[config.mk]
export PLATFORM = sky130hd
export DESIGN_NAME = pe_conv1d_mac
export DESIGN_NICKNAME = d
export VERILOG_FILES = /design/src/rtl/pe_conv1d_mac.sv
export SDC_FILE = /design/constraint.sdc
export NUM_CORES = 1
export LEC_CHECK = 0
export CORE_ASPECT_RATIO = 1.1
export CORE_MARGIN = 1
export CORE_UTILIZATION = 35
export DETAILED_ROUTE_END_ITERATION = 8
export DONT_BUFFER_PORTS = 1
export GPL_ROUTABILITY_DRIVEN = 0
export SYNTH_ARGS = -nofsm -noshare
export SYNTH_HDL_FRONTEND = slang
export SYNTH_SLANG_ARGS = --single-unit
[constraint.sdc]
create_clock -name clk -period 11.9 [get_ports clk]
set_clock_uncertainty 0.1 [all_clocks]
set_input_delay 3.57 -clock clk [delete_from_list [all_inputs] [get_ports clk]]
set_output_delay 3.57 -clock clk [all_outputs]
set_load 0.005 [all_outputs]
[src/rtl/pe_conv1d_mac.sv]
// Row-stationary 1-D convolution MAC for the processing element.
// Reads filter taps and ifmap windows from the scratch pads and streams one partial sum per output index.
module pe_conv1d_mac #(
    parameter int DATA_WIDTH = 16,
    parameter int PSUM_WIDTH = 32,
    parameter int FILT_LEN   = 3,
    parameter int IFMAP_LEN  = 9,
    localparam int OUT_LEN   = IFMAP_LEN - FILT_LEN + 1,
    localparam int FA_W      = (FILT_LEN  > 1) ? $clog2(FILT_LEN)  : 1,
    localparam int IA_W      = (IFMAP_LEN > 1) ? $clog2(IFMAP_LEN) : 1,
    localparam int OI_W      = (OUT_LEN   > 1) ? $clog2(OUT_LEN)   : 1
) (
    input  logic                  clk,
    input  logic                  rstn,
    input  logic                  start,
    output logic                  busy,
    output logic                  done,
    output logic [FA_W-1:0]       f_raddr,
    input  logic [DATA_WIDTH-1:0] f_rdata,
    output logic [IA_W-1:0]       i_raddr,
    input  logic [DATA_WIDTH-1:0] i_rdata,
    output logic                  o_valid,
    input  logic                  o_ready,
    output logic [PSUM_WIDTH-1:0] o_data,
    output logic [OI_W-1:0]       o_idx
);

    localparam logic [FA_W-1:0] S_ZERO = FA_W'(0);
    localparam logic [FA_W-1:0] S_ONE  = FA_W'(1);
    localparam logic [FA_W-1:0] S_LAST = FA_W'(FILT_LEN - 1);
    localparam logic [OI_W-1:0] E_ZERO = OI_W'(0);
    localparam logic [OI_W-1:0] E_ONE  = OI_W'(1);
    localparam logic [OI_W-1:0] E_LAST = OI_W'(OUT_LEN - 1);

    typedef enum logic [1:0] {
        ST_IDLE  = 2'd0,
        ST_RUN   = 2'd1,
        ST_DRAIN = 2'd2,
        ST_OUT   = 2'd3
    } state_t;

    state_t                         state_r, state_s;
    logic [FA_W-1:0]                s_r, s_s;
    logic [OI_W-1:0]                e_r, e_s;
    logic signed [2*DATA_WIDTH-1:0] prod_r, prod_s;
    logic signed [PSUM_WIDTH-1:0]   acc_r, acc_s;
    logic                           busy_r, busy_s;
    logic                           done_r, done_s;
    logic                           o_valid_r, o_valid_s;
    logic [PSUM_WIDTH-1:0]          o_data_r, o_data_s;
    logic [OI_W-1:0]                o_idx_r, o_idx_s;
    logic [FA_W-1:0]                f_raddr_r, f_raddr_s;
    logic [IA_W-1:0]                i_raddr_r, i_raddr_s;

    // Operands are sign-extended first so the product is exact at 2*DATA_WIDTH bits.
    logic signed [2*DATA_WIDTH-1:0] f_ext_s, i_ext_s, mult_s;
    logic signed [PSUM_WIDTH-1:0]   prod_ext_s;

    assign f_ext_s    = {{DATA_WIDTH{f_rdata[DATA_WIDTH-1]}}, f_rdata};
    assign i_ext_s    = {{DATA_WIDTH{i_rdata[DATA_WIDTH-1]}}, i_rdata};
    assign mult_s     = f_ext_s * i_ext_s;
    assign prod_ext_s = PSUM_WIDTH'(prod_r);

    // Next-state, datapath and next-output computation; outputs are registered from these values.
    always_comb begin
        state_s  = state_r;
        s_s      = s_r;
        e_s      = e_r;
        prod_s   = prod_r;
        acc_s    = acc_r;
        done_s   = 1'b0;
        o_data_s = o_data_r;
        o_idx_s  = o_idx_r;
        case (state_r)
            ST_IDLE: begin
                if (start) begin
                    state_s = ST_RUN;
                    s_s     = S_ZERO;
                    e_s     = E_ZERO;
                end else begin
                    state_s = ST_IDLE;
                end
            end
            ST_RUN: begin
                prod_s = mult_s;
                // The product registered in the previous RUN cycle is folded in one cycle late.
                if (s_r == S_ZERO) begin
                    acc_s = acc_r;
                end else if (s_r == S_ONE) begin
                    acc_s = prod_ext_s;
                end else begin
                    acc_s = acc_r + prod_ext_s;
                end
                if (s_r == S_LAST) begin
                    state_s = ST_DRAIN;
                end else begin
                    s_s = s_r + S_ONE;
                end
            end
            ST_DRAIN: begin
                if (FILT_LEN == 1) begin
                    acc_s = prod_ext_s;
                end else begin
                    acc_s = acc_r + prod_ext_s;
                end
                state_s  = ST_OUT;
                o_data_s = acc_s;
                o_idx_s  = e_r;
            end
            ST_OUT: begin
                if (o_ready) begin
                    if (e_r == E_LAST) begin
                        state_s = ST_IDLE;
                        done_s  = 1'b1;
                    end else begin
                        e_s     = e_r + E_ONE;
                        s_s     = S_ZERO;
                        state_s = ST_RUN;
                    end
                end else begin
                    state_s = ST_OUT;
                end
            end
            default: begin
                state_s = ST_IDLE;
            end
        endcase

        if (state_s == ST_RUN) begin
            f_raddr_s = s_s;
            i_raddr_s = IA_W'(e_s) + IA_W'(s_s);
        end else begin
            f_raddr_s = FA_W'(0);
            i_raddr_s = IA_W'(0);
        end
        o_valid_s = (state_s == ST_OUT);
        busy_s    = (state_s != ST_IDLE);
    end

    // State, datapath and output registers with synchronous active-low reset.
    always_ff @(posedge clk) begin
        if (!rstn) begin
            state_r   <= ST_IDLE;
            s_r       <= S_ZERO;
            e_r       <= E_ZERO;
            prod_r    <= '0;
            acc_r     <= '0;
            busy_r    <= 1'b0;
            done_r    <= 1'b0;
            o_valid_r <= 1'b0;
            o_data_r  <= '0;
            o_idx_r   <= '0;
            f_raddr_r <= '0;
            i_raddr_r <= '0;
        end else begin
            state_r   <= state_s;
            s_r       <= s_s;
            e_r       <= e_s;
            prod_r    <= prod_s;
            acc_r     <= acc_s;
            busy_r    <= busy_s;
            done_r    <= done_s;
            o_valid_r <= o_valid_s;
            o_data_r  <= o_data_s;
            o_idx_r   <= o_idx_s;
            f_raddr_r <= f_raddr_s;
            i_raddr_r <= i_raddr_s;
        end
    end

    assign busy    = busy_r;
    assign done    = done_r;
    assign o_valid = o_valid_r;
    assign o_data  = o_data_r;
    assign o_idx   = o_idx_r;
    assign f_raddr = f_raddr_r;
    assign i_raddr = i_raddr_r;

endmodule

=== Word level (Yosys, flattened, before mapping) ===
Cells that the tools add are included.

* Flip-flop bits (word level): 115
* Latch bits: 0
* RAM bits: 0
* ROM bits: 0
* Input port bits: 36
* Output and inout bits: 44
* Word-level logic and storage cells: 51
* Memories: 0

* $add $sub $neg: 4
* Multipliers: 1
* Divide/modulo/power cells: 0
* $lt $le $gt $ge: 0
* Eq/ne operators: 9
* Shift-type cells: 0
* Multiplexer cells: 18
* Bitwise gates (word level): 0
* Reductions and logical operators: 7

{| class="wikitable"
|+ Operator list
! cell !! number
|-
| $mux W32 || 2
|-
| $pmux W32 S2 || 1
|-
| $add A32 B32 Y32 || 1
|-
| $mul A16 B16 Y32 || 1
|-
| $mux W2 || 6
|-
| $mux W3 || 3
|-
| $eq A2 B2 Y1 const B || 4
|-
| $pmux W2 S4 || 1
|-
| $eq A2 B1 Y1 const B || 3
|-
| $pmux W2 S3 || 1
|-
| $pmux W3 S2 || 1
|-
| $add A3 B2 Y4 || 1
|-
| $logic_not A2 Y1 || 2
|-
| $reduce_and A2 Y1 || 2
|-
| $reduce_bool A2 Y1 || 2
|-
| $add A3 B1 Y3 const B || 1
|-
| $eq A3 B3 Y1 const B || 1
|-
| $mux W1 || 3
|-
| $reduce_and A3 Y1 || 1
|-
| $add A2 B1 Y2 const B || 1
|-
| $ne A2 B2 Y1 const B || 1
|}

=== Longest topological paths before layout ===
Gate-level depths: netlist of run 1.

* Depth after elaboration: 6
* Mapped depth: 24
* Gate-level depth less buffers: 22

=== Worst setup path after synthesis of run 1 ===
OpenSTA, ideal clock, no wires.

* Path type: input-to-reg
* From: input i_rdata[1]
* To: register prod_r[28] (netlist: prod_ext_s[28])
* Setup time: 0.086 ns
* Data arrival time: 9.347 ns
* Required time: 11.714 ns
* Setup slack: 2.367 ns
* Stages on the path: 22
* Path buffers: 2
* Path through: clkbuf_1 nand2_1 inv_1 fa_1 fa_1 fa_1 fa_1 fa_1 inv_1 fa_1 inv_1 ha_1 clkbuf_1 a21o_1 a21o_1 a21o_1 a2111oi_0 nor2_1 a211o_1 o31ai_1 xor2_1 a211oi_1

* Word-level cells in the longest chain between the ends: 1

{| class="wikitable"
|+ RTL lines
! what !! RTL line !! RTL
|-
| start, declared || 21 || <nowiki>input logic [DATA_WIDTH-1:0] i_rdata,</nowiki>
|-
| $mul A16 B16 Y32 || 61 || <nowiki>assign mult_s = f_ext_s * i_ext_s;</nowiki>
|-
| end signal, assigned || 159 || <nowiki>prod_r <= prod_s;</nowiki>
|-
| end, declared || 45 || <nowiki>logic signed [2*DATA_WIDTH-1:0] prod_r, prod_s;</nowiki>
|}

No other way between the ends.
A chain may end at the register's enable or synchronous reset.

=== Worst setup path after layout of run 1 ===
Ends and elaborated chain as after synthesis.

==> flow_metrics.py, run 1 <==
metrics = {
    "clock_network": {
        "post_cts_buffers": 0,
        "post_cts_resized": 0,
        "clock_sinks": 115,
        "cts_root_buffer": "clkbuf_16",
        "numCtsBuffers": 17,
        "clkLatencyLatePin_ns": 0.43,
        "clkTransAtPathRegs_ns": 0.06,
        "cts_tree": "yes",
        "holdBufCountCts": 0,
        "cts_buffer_depth": 2,
        "cts_htree_levels": 4,
    },
    "routing": {
        "via_per_inst": 5.04,
        "avgRoutedWirePerCell_um": 16.0,
        "vias": 11800,
        "routed_wl_um": 37400,
        "drt_iter0_drc": 501,
        "ant_nets": 0,
        "first_pass_iters": 5,
        "drc": 0,
    },
    "setup_path": {
        "worstPathMaxFanout": 16,
        "end_kind": "register",
        "path_class": "in -> reg",
        "worstPathArrival_ns": 9.38,
        "setup.worst_path.start": "i_rdata[1]",
        "startpoint_type": "primary input",
        "worstPathRequired_ns": 12.14,
        "r2r_start": "acc_r[0]",
    },
    "synthesis": {
        "synth_seq_area_share_pct": 14.5,
        "synth.distinct_cells": 58,
        "synth_edf_count": 0,
        "synth_cells": 1793,
        "synth_area_um2": 15900,
        "ys_warn_count": 0,
        "async_flop_share_pct": 0,
        "synth_nets": 2217,
        "ys_seq_elements": 115,
        "syn_area_per_cell_um2": 8.89,
        "synth_ff_type": "dfxtp_1",
    },
    "global_route": {
        "track_usage_pct": 16.9,
        "overflow": 0,
        "antenna_found_initial": 0,
        "grt_pass1_vias": 12100,
        "grt_pass1_wl_um": 61800,
        "grt_max_degree": 51,
    },
    "timing": {
        "final_hold_viol_count": 0,
        "rsz0062_at_grt": "no",
        "setup_tns_ns": 0,
        "min_period_over_period_pct": 76.8,
        "post-route-min-period_ns": 9.14,
        "maxSlewViolCount": 0,
        "slew_headroom_pct": 39.9,
        "timing.final.ws_setup_ns": 2.76,
        "finalSetupViolations": 0,
        "tightest_slew_ns": 0.901,
        "fmax_mhz": 109,
    },
    "cells_and_area": {
        "final_cell_mix": "inv_1, fa_1, nand2_1",
        "layout_commonest_cell": "inv_1",
        "antenna_cells": 0,
        "nNetsFinal": 2167,
        "syn_to_final_growth_pct": 6.86,
        "final_layout_size_suffix_gt1_share_pct": 2.79,
    },
    "job": {
        "drv_cap": 0,
    },
    "floorplan": {
        "die-width_um": 205,
        "num_io_pins": 80,
        "coreArea_um2": 44700,
        "initial_core_util_pct": 35.6,
        "rows": 81,
        "die-area_um2": 46400,
        "fp.dieH_um": 226,
    },
    "status": {
        "status": "completed",
    },
    "placed_design": {
        "port_buffers": 0,
        "place_ws_ns": 2.30,
        "dp_hpwl_um": 30000,
    },
    "min_path": {
        "hp-class": "reg -> reg",
        "hold_start": "acc_r[24]",
    },
}
metal layers:
metal	wire, µm	part of all wire [%]	global-route usage [%]	vias up
met1	15200	40	20.4	5934
met2	20100	54	30.6	184
met5	0	0	0	-
met3	1140	3.0	2.27	55
met4	1040	2.8	5.83	0
li1	-	-	-	5601
synth_stat cells (46+ instances only):
cell | number | area share, %
a21oi_1 | 72 | 2.3
and2_1 | 135 | 5.3
clkbuf_1 | 63 | 1.5
dfxtp_1 | 115 | 14
fa_1 | 264 | 33
ha_1 | 124 | 9.7
inv_1 | 305 | 7.2
mux2i_1 | 49 | 3.1
nand2_1 | 192 | 4.5
nor2_1 | 113 | 2.7
o21ai_0 | 53 | 1.7
xnor2_1 | 46 | 2.5
final cells by class:
cell class              count  area, µm²
clock buffers              17        425
clock inverters            15        173
fillers                  4492      27700
inverters                 306       1150
multi-input cells        1297      12200
flip-flops and latches    115       2300
well taps                 581        727
repair buffers              6       45.0
critical path, stage by stage:
cell and delay (ns):
nand2_1 0.10, inv_1 0.09, fa_1 0.76, fa_1 0.51, fa_1 0.50, fa_1 0.51, fa_1 0.49, inv_1 0.05
fa_1 0.47, inv_1 0.04, ha_1 0.35, a21o_1 0.22, a21o_1 0.17, a21o_1 0.19, a2111oi_0 0.42, nor2_1 0.10
a211o_1 0.29, o31ai_1 0.25, xor2_1 0.10, a211oi_1 0.22
stage by stage:
stage                     util (%)  hold slack [ns]  instance area [µm²]  instances
after detailed placement      36.8            0.355                16400       2305
final                         38.1            0.362                17000       2337
after global routing          38.1            0.404                17000       2337
after floorplan                  -            0.341                15900       1793
after global placement        36.8            0.353                16400       2305
after CTS                     38.1            0.363                17000       2337
registers in the layout, indices dropped and copies added, names as in the netlist:
name	count
o_valid	1
acc_r	32
f_raddr	2
state_r	2
e_r	3
done	1
s_r	2
i_raddr	4
o_data	32
o_idx	3
prod_ext_s	32
busy	1
kinds of logic after synthesis:
family,count (synthesis),share of synthesized area [%]
DFF,115,14.5
muxes,49,3.08
and+or+nand+nor,527,15.9
buffers and inverters,381,9.07
AOI/OAI and AO/OA,269,11.1
adders and majority gates,388,42.9
xor gates and xnor gates,64,3.52
path summary, 6_finish.rpt:
check	end	slack (ns)	depth (start not counted)
min	acc_r[24]	0.36	2
max reg2reg	acc_r[30]	8.23	12
max	prod_ext_s[28]	2.76	20
min reg2reg	acc_r[24]	0.36	2
Power of run 1 is left out: the tool's default activity adds up to more than one toggle a clock period on the data nets, which glitch-free logic cannot reach.
==> run 2: changes to the inputs <==
Clock period 11.9 ns to 8.5 ns, I/O delays scaled along.
==> flow_metrics.py, run 2 (same netlist as run 1, synthesis figures left out) <==
metrics = {
    "status": {
        "status": "completed",
    },
    "timing": {
        "final_hold_viol_count": 0,
        "fmax_mhz": 124,
        "rsz0062_at_grt": "no",
        "maxSlewViolCount": 0,
        "timing.final.ws_setup_ns": 0.453,
        "tightest_slew_ns": 0.879,
        "min_period_over_period_pct": 94.7,
        "slew_headroom_pct": 41.4,
        "post-route-min-period_ns": 8.05,
        "finalSetupViolations": 0,
    },
    "setup_path": {
        "startpoint_type": "primary input",
        "worstPathArrival_ns": 8.21,
        "end_kind": "register",
        "cp_slowest_stage_delay_ns": 0.55,
        "worstPathRequired_ns": 8.66,
        "r2r_start": "prod_ext_s[0]",
        "rrSetupSlack_ns": 4.90,
        "path_class": "in -> reg",
        "crit_family": "adder cells",
        "crit_path_cell_trace": "and2_1, fa_1, inv_1, fa_1, fa_1, fa_1, inv_1, fa_1, fa_1, ha_1, a21o_1, a21o_1, a2111oi_0, o21a_1, nor2_1, a211o_1, o31ai_1, xor2_1, a211oi_1",
        "setup.worst_path.start": "i_rdata[4]",
        "worstPathBufferInverterCount": 2,
        "cp_slowest_cell": "fa_1",
        "worstPathMaxFanout": 16,
        "cpMostUsedCell": "fa_1",
    },
    "routing": {
        "first_pass_iters": 5,
        "drc": 0,
        "drt_iter0_drc": 605,
        "avgRoutedWirePerCell_um": 16.1,
        "via_per_inst": 5.05,
        "vias": 11800,
        "routed_wl_um": 37700,
        "ant_nets": 0,
    },
    "cells_and_area": {
        "num-fill-cells": 4446,
        "final_cell_mix": "inv_1, fa_1, nand2_1",
        "ff_latch_area_um2": 2300,
        "final_layout_size_suffix_gt1_share_pct": 3.18,
        "syn_to_final_growth_pct": 7.37,
        "nNetsFinal": 2173,
        "multi_input_area_um2": 12200,
        "layout_commonest_cell": "inv_1",
        "antenna_cells": 0,
    },
    "floorplan": {
        "fp.dieH_um": 226,
        "die-width_um": 205,
        "die-area_um2": 46400,
        "initial_core_util_pct": 35.6,
        "num_io_pins": 80,
        "coreArea_um2": 44700,
        "rows": 81,
    },
    "clock_network": {
        "cts_buffer_depth": 2,
        "post_cts_resized": 0,
        "clock_sinks": 115,
        "holdBufCountCts": 0,
        "cts_htree_levels": 4,
        "cts_root_buffer": "clkbuf_16",
        "clkTransAtPathRegs_ns": 0.06,
        "post_cts_buffers": 0,
        "numCtsBuffers": 17,
        "clkLatencyLatePin_ns": 0.43,
        "cts_tree": "yes",
    },
    "min_path": {
        "hp-class": "reg -> reg",
        "hold_start": "acc_r[1]",
    },
    "global_route": {
        "overflow": 0,
        "grt_pass1_vias": 12300,
        "grt_max_degree": 78,
        "grt_pass1_wl_um": 62600,
        "antenna_found_initial": 0,
        "track_usage_pct": 17.1,
    },
    "placed_design": {
        "port_buffers": 0,
        "dp_hpwl_um": 30200,
        "place_ws_ns": -0.00303,
    },
    "job": {
        "drv_cap": 0,
    },
}
run 2: stage by stage:
step | instance area, µm² | TNS, ns | hold WS, ns | cells | utilization, %
detailed placement | 16500 | -0.00303 | 0.362 | 2311 | 36.9
global route | 17100 | 0 | 0.401 | 2343 | 38.3
floorplan | 15900 | 0 | 0.341 | 1793 | -
CTS | 17100 | 0 | 0.372 | 2343 | 38.3
global placement | 16500 | 0 | 0.351 | 2311 | 36.9
finish | 17100 | 0 | 0.371 | 2343 | 38.3
run 2: final timing paths:
path	end	cells past startpoint
max	prod_ext_s[28]	19
min	acc_r[1]	2
max reg2reg	o_data[28]	12
min reg2reg	acc_r[1]	2
run 2: layout make-up:
cell class	instances	share of cell area [%]
inverters	306	6.71
multi-input cells	1297	71.4
well taps	581	4.25
clock buffers	19	2.65
flip-flops and latches	115	13.5
clock inverters	13	1.02
repair buffers	12	0.527
run 2: tightest hold or removal path: cells and delay by family (launching register included):
family / cells / cell delay (ns)
flip-flops: 1 / 0.32
AND/OR/NAND/NOR: 1 / 0.06
AO/OA/AOI/OAI: 1 / 0.05
run 2: routing by layer:
| layer | part of all wire, % | GRT usage (%) | wire (µm) |
|---|---|---|---|
| met1 | 39 | 19.8 | 14800 |
| met2 | 55 | 32.2 | 20900 |
| met5 | 0 | 0 | 0 |
| met4 | 2.0 | 4.59 | 757 |
| met3 | 3.3 | 2.51 | 1260 |
Power of run 2 is left out for the same reason.
==> run 3: changes to the inputs <==
Settings changed: RECOVER_POWER from default to 100.
Clock period 8.5 ns to 7.15 ns, I/O delays scaled along.
==> flow_metrics.py, run 3 (same netlist as run 1, synthesis figures left out) <==
metrics = {
    "routing": {
        "first_pass_iters": 5,
        "drc": 0,
        "ant_nets": 0,
        "avgRoutedWirePerCell_um": 15.6,
        "via_per_inst": 5.01,
        "routed_wl_um": 37900,
        "drt_iter0_drc": 514,
        "vias": 12100,
    },
    "global_route": {
        "grt_max_degree": 78,
        "grt_pass1_vias": 12700,
        "overflow": 0,
        "grt_pass1_wl_um": 63200,
        "track_usage_pct": 17.0,
        "antenna_found_initial": 0,
    },
    "cells_and_area": {
        "syn_to_final_growth_pct": 12.2,
        "final_layout_size_suffix_gt1_share_pct": 9.12,
        "antenna_cells": 0,
        "nNetsFinal": 2253,
        "design_area_um2": 17900,
        "final_cell_mix": "inv_1, fa_1, nand2_1",
        "ff_latch_area_um2": 2300,
        "layout_commonest_cell": "inv_1",
        "multi_input_area_um2": 12400,
        "num-fill-cells": 4346,
        "final_cells": 2423,
    },
    "clock_network": {
        "cts_root_buffer": "clkbuf_16",
        "cts_htree_levels": 4,
        "cts_tree": "yes",
        "holdBufCountCts": 0,
        "clock_sinks": 115,
        "clkTransAtPathRegs_ns": 0.06,
        "cts_buffer_depth": 2,
        "clkLatencyLatePin_ns": 0.42,
        "numCtsBuffers": 17,
    },
    "timing": {
        "min_period_over_period_pct": 101,
        "maxSlewViolCount": 97,
        "finalSetupViolations": 4,
        "rsz0062_at_grt": "yes",
        "slew_headroom_pct": -83.8,
        "setup_tns_ns": -0.227,
        "tightest_slew_ns": 2.76,
        "fmax_mhz": 138,
        "timing.final.ws_setup_ns": -0.0836,
        "post-route-min-period_ns": 7.23,
        "final_hold_viol_count": 0,
    },
    "setup_path": {
        "path_class": "in -> reg",
        "worstPathRequired_ns": 7.39,
        "endpoint": "prod_ext_s[30]",
        "setup.worst_path.start": "i_rdata[10]",
        "cp_slowest_stage_delay_ns": 0.55,
        "worstSetupPathDepth": 22,
        "worstPathBufferInverterCount": 5,
        "rr_endpoint": "acc_r[30]",
        "worstPathMaxFanout": 16,
        "cpMostUsedCell": "fa_1",
        "rrSetupSlack_ns": 1.40,
        "cp_slowest_cell": "fa_1",
        "startpoint_type": "primary input",
        "r2r_start": "state_r[0]",
        "end_kind": "register",
        "reg2regPathDepth": 8,
        "crit_path_cell_trace": "and2_4, fa_1, inv_2, fa_1, inv_2, fa_1, fa_1, fa_1, inv_1, fa_1, inv_2, ha_4, a21o_1, a21o_1, a2111oi_2, o21a_1, nor2_2, a211o_1, buf_4, nand2_1, or4bb_1, a31oi_1",
        "worstPathArrival_ns": 7.48,
        "crit_family": "adder cells",
    },
    "floorplan": {
        "die-area_um2": 46400,
        "fp.dieH_um": 226,
        "num_io_pins": 80,
        "die-width_um": 205,
        "rows": 81,
        "initial_core_util_pct": 35.6,
        "coreArea_um2": 44700,
    },
    "placed_design": {
        "dp_hpwl_um": 30400,
        "placedCellCount": 2387,
        "place_ws_ns": -0.638,
        "port_buffers": 0,
        "dpl_cell_area_um2": 17200,
    },
    "job": {
        "drv_cap": 2,
    },
    "min_path": {
        "hp-class": "reg -> reg",
    },
    "status": {
        "status": "complete, but fails checks",
        "violations": "capacitance limit, slew limit, setup timing",
    },
}
==> run 3: per-stage QoR <==
stage / utilization [%] / hold slack (ns)
global placement: 38.4 / 0.353
floorplan: - / 0.341
CTS: 39.8 / 0.365
global route: 40.0 / 0.388
finish: 40.0 / 0.361
detailed placement: 38.4 / 0.355
==> run 3: worst min-delay path by stage <==
stage / startpoint / to / cells past startpoint
6_report: acc_r[24] / acc_r[24] / 2
5_1_grt: acc_r[25] / acc_r[25] / 2
4_1_cts: acc_r[24] / acc_r[24] / 2
3_5_place_dp: acc_r[24] / acc_r[24] / 2
3_3_place_gp: acc_r[24] / acc_r[24] / 2
2_1_floorplan: acc_r[24] / acc_r[24] / 2
==> run 3: area by class of cell <==
class / count / share of cell area [%]
clock buffer: 19 / 2.48
clock inverter: 13 / 0.896
inverter: 306 / 6.43
multi-input combinational: 1297 / 69.5
sequential: 115 / 12.9
tap: 581 / 4.07
timing repair buffer: 92 / 3.78
==> run 3: tightest hold or removal path: stages (launching register included) <==
cell,delay [ns]
dfxtp_1,0.31
nand2_1,0.05
a21oi_1,0.05
==> run 3: per-layer routing <==
metal  global-route usage [%]  wire length [µm]  part of all wire, %  vias up
met5                        0                 0                    0        -
met4                     4.06               733                  1.9        0
met1                     20.0             15200                   40     6189
met2                     32.1             21100                   56      142
li1                         -                 -                    -     5763
met3                     2.41               899                  2.4       46
==> run 3: what timing repair did <==
| item | CTS | global route |
|---|---|---|
| setup endpoints to repair | 5 | 10 |
| setup buffers | 2 | 4 |
| gates resized for setup | 6 | 21 |
| pin swaps | 8 | 23 |
Power of run 3 is left out for the same reason.
